## config.mk

```make
export PLATFORM = sky130hd
export DESIGN_NAME = cva6_sq_offset_match
export DESIGN_NICKNAME = d
export VERILOG_FILES = /design/src/rtl/cva6_sq_pkg.sv /design/src/rtl/cva6_sq_offset_match.sv
export SDC_FILE = /design/constraint.sdc
export NUM_CORES = 1
export LEC_CHECK = 0
export ABC_AREA = 1
export BUFFER_PORTS_ARGS = -buffer_cell sky130_fd_sc_hd__buf_2
export CORE_AREA = 8 8 57 54
export DETAILED_ROUTE_END_ITERATION = 7
export DIE_AREA = 0 0 65 62
export GPL_ROUTABILITY_DRIVEN = 0
export GPL_TIMING_DRIVEN = 1
export PLACE_DENSITY = 0.81
export SETUP_SLACK_MARGIN = 0.3
export SYNTH_ARGS = -nofsm -noshare
export SYNTH_HDL_FRONTEND = slang
export SYNTH_SLANG_ARGS = --single-unit
```

## constraint.sdc

```tcl
create_clock -name vclk -period 0.8
set_clock_uncertainty 0.2 [all_clocks]
set_input_delay 0 -clock vclk [all_inputs]
set_output_delay 0 -clock vclk [all_outputs]
set_load 0.005 [all_outputs]
```

## src/rtl/cva6_sq_pkg.sv

```systemverilog
// Shared types and constants for the store-queue model.
//   entry_state_e : per-entry lifecycle encoding (2'b10 is never produced)
//   ERR_*         : bit positions inside err_o
//   OFFS_*        : page-offset slice used by the load alias check
package cva6_sq_pkg;

    typedef enum logic [1:0] {
        FREE      = 2'b00,
        COMMITTED = 2'b01,
        SPEC      = 2'b11
    } entry_state_e;

    localparam int unsigned ERR_OVERFLOW = 0;
    localparam int unsigned ERR_SERVE    = 1;
    localparam int unsigned ERR_COMMIT   = 2;

    localparam int unsigned OFFS_HI = 11;
    localparam int unsigned OFFS_LO = 3;
    localparam int unsigned OFFS_W  = OFFS_HI - OFFS_LO + 1;

endpackage

```

## src/rtl/cva6_sq_offset_match.sv

```systemverilog
// DEPTH-way page-offset alias compare.
//   stage_valid_i / stage_offs_i : staged store and its offset slice
//   entry_busy_i                 : per-entry non-FREE flag
//   entry_offs_i                 : per-entry offset slices, entry i at [i*OFFS_W +: OFFS_W]
//   page_offset_i                : load page offset
//   match_o                      : any live store aliases the load offset
module cva6_sq_offset_match
    import cva6_sq_pkg::*;
#(
    parameter int unsigned DEPTH = 4
) (
    input  logic                    stage_valid_i,
    input  logic [OFFS_W-1:0]       stage_offs_i,
    input  logic [DEPTH-1:0]        entry_busy_i,
    input  logic [DEPTH*OFFS_W-1:0] entry_offs_i,
    input  logic [11:0]             page_offset_i,
    output logic                    match_o
);

    logic [OFFS_W-1:0] load_offs;
    logic [DEPTH-1:0]  hit;

    assign load_offs = page_offset_i[OFFS_HI:OFFS_LO];

    always_comb begin
        hit = '0;
        for (int i = 0; i < DEPTH; i++) begin
            hit[i] = entry_busy_i[i] && (entry_offs_i[i*OFFS_W +: OFFS_W] == load_offs);
        end
    end

    assign match_o = (stage_valid_i && (stage_offs_i == load_offs)) || (|hit);

endmodule

```

==> results_dict.tcl <==
set metrics [dict create \
    ys_seq_area_share_pct 0 \
    via_count 1045 \
    portBuffers 60 \
    critical_path_arrival_ps 770 \
    outcome "finished with violations" \
    place_area_um2 1052 \
    die_h_um 62 \
    drv_cap 0 \
    grt_pass1_wl_mm 4.195 \
    seq_cell_count 0 \
    postSynthCellCount 163 \
    fin_crit_ps 968.4 \
    synth_top_area_cell "nand2_1" \
    antenna_cells 0 \
    final_cells 246 \
    max_slew_margin_pct 89.29 \
    dp_hpwl_mm 2.270 \
    fin_crit_sh_pct 121.0 \
    timing_hold_violations_final 0 \
    core_um2 2102 \
    cts-hold-fix-buffers 0 \
    clkbuf_count 0 \
    synthTopCellsByCount "nand2_1 (64), nor2_1 (31), inv_1 (23)" \
    via_per_inst 4.248 \
    first_pass_iters 4 \
    whs_ps 216.9 \
    syn_to_final_growth_pct 57.05 \
    antenna_found_initial 0 \
    synthTopCellsByArea "nand2_1 (32%), xor2_1 (16%), nor2_1 (16%)" \
    fin_tns_setup_ps -168.4 \
    clock.fmax_mhz 1033 \
    io_pins 63 \
    first_iter_violations 32 \
    required_ps 600 \
    regArea_um2 0 \
    violations "setup timing" \
    fin_area_um2 1171 \
    p_clk_share_pct 0 \
    cts_setup_buffers 0 \
    min_delay_path_depth 5 \
    wl_per_cell_um 10.52 \
    fp.dieW_um 65 \
    rsz0062_at_grt "true" \
    yosysTopAreaCellShare_pct 32.21 \
    drc 0 \
    yosysMostFrequentCell "nand2_1" \
    ant_nets 0 \
    design_power_total_mw 0.5520 \
    overflow 0 \
    layout_setup_ws_ps -168.4 \
    holdCritPathClass "input pin to output pin" \
    die_area_um2 4030 \
    pwr-share-comb_pct 100.0 \
    crit_type "input pin to output pin" \
    grtUsageTotal_pct 12.56 \
    powerDensity_nw_per_um2 471.3 \
    ir_worst_vdd_v 0.0002682 \
    seqPwrFrac_pct 0 \
    syn_nets 225 \
    slew_viol_final 0 \
    grt_pass1_vias 1012 \
    cp-start-kind "input pin" \
    worst_pin_slew_ps 160.1 \
    grt_max_degree 8 \
    nFillCells 248 \
    critPathCaptureType "output pin" \
    num_rows 16 \
    dp_cells 246 \
    finalNetCount 283 \
    syn_area_um2 745.7 \
    synth.avg_cell_area_um2 4.575 \
    start_util_pct 35.48 \
    wirelength_mm 2.587 \
    cell_internal_pwr_mw 0.2861 \
    p_leak_nw 0.7344 \
    ys_types 16 \
    yosys_warnings 0 \
    drive_gt1_share_pct 34.25 \
    setup_viol_count_final 1 \
    p_switching_mw 0.2659 \
    cp_max_fo 7 \
    switching_share_pct 48.17 \
]
## critical path, stage by stage
cell and delay [ps]:
buf_8 90, inv_6 40, or2_2 260, nand4_1 70
nor2_1 40, nand3_1 60, nand3_1 70, buf_2 130
## worst paths after layout
kind | startpoint | end
worst max-delay path | page_offset_i[7] | match_o
worst min-delay path | entry_offs_i[15] | match_o
## cell usage in the layout (no fill, tap or decap), types with 2 or more instances in the layout
cell	synthesis	routed
nand2_1	64	62
buf_2	1	51
nor2_1	31	29
inv_1	23	21
xor2_1	14	14
nand3_1	7	6
buf_6	0	5
inv_2	5	4
o21ai_1	1	4
xnor2_1	5	4
inv_4	0	2
nor2_2	1	2
nand2_2	0	2
buf_12	0	2
buf_8	0	2
## kinds of logic after synthesis
logic type	share of synthesized area, %
compound gates	4.026
xor+xnor	22.32
buf+inv	17.78
simple gates	55.87
## timing repair
action / CTS / global route
gates resized for setup: 27 / 11
cloned: 0 / 0
pin swaps: 26 / 13
setup endpoints to repair: 1 / 1
## metrics by stage
stage	setup WS [ps]	util, %
after CTS	-162.7	54.05
after global routing	-269.9	55.71
final	-168.4	55.71
after global placement	-269.2	50.06
after floorplan	17.60	-
after detailed placement	-278.4	50.06
## layer usage
layer  track usage, %  routed length, µm  vias to the layer above
met1            14.43               1072                      423
met5                0                  0                        -
met2            23.09               1255                       35
met4                0                  0                        0
li1                 -                  -                      587
met3            4.839                259                        0
## layout make-up
class | count | area, µm² | area share [%]
well taps | 27 | 33.78 | 2.885
multi-input cells | 131 | 640.6 | 54.70
inverters | 28 | 115.1 | 9.829
repair buffers | 60 | 381.6 | 32.59
## power groups by stage
stage	combinational (mW)	sequential, mW	clock (mW)
4_1_cts	0.532	0	0
3_5_place_dp	0.482	0	0
2_1_floorplan	0.284	0	0
3_3_place_gp	0.476	0	0
6_report	0.552	0	0
5_1_grt	0.625	0	0
Note: power is estimated with default switching activity, not from simulation.
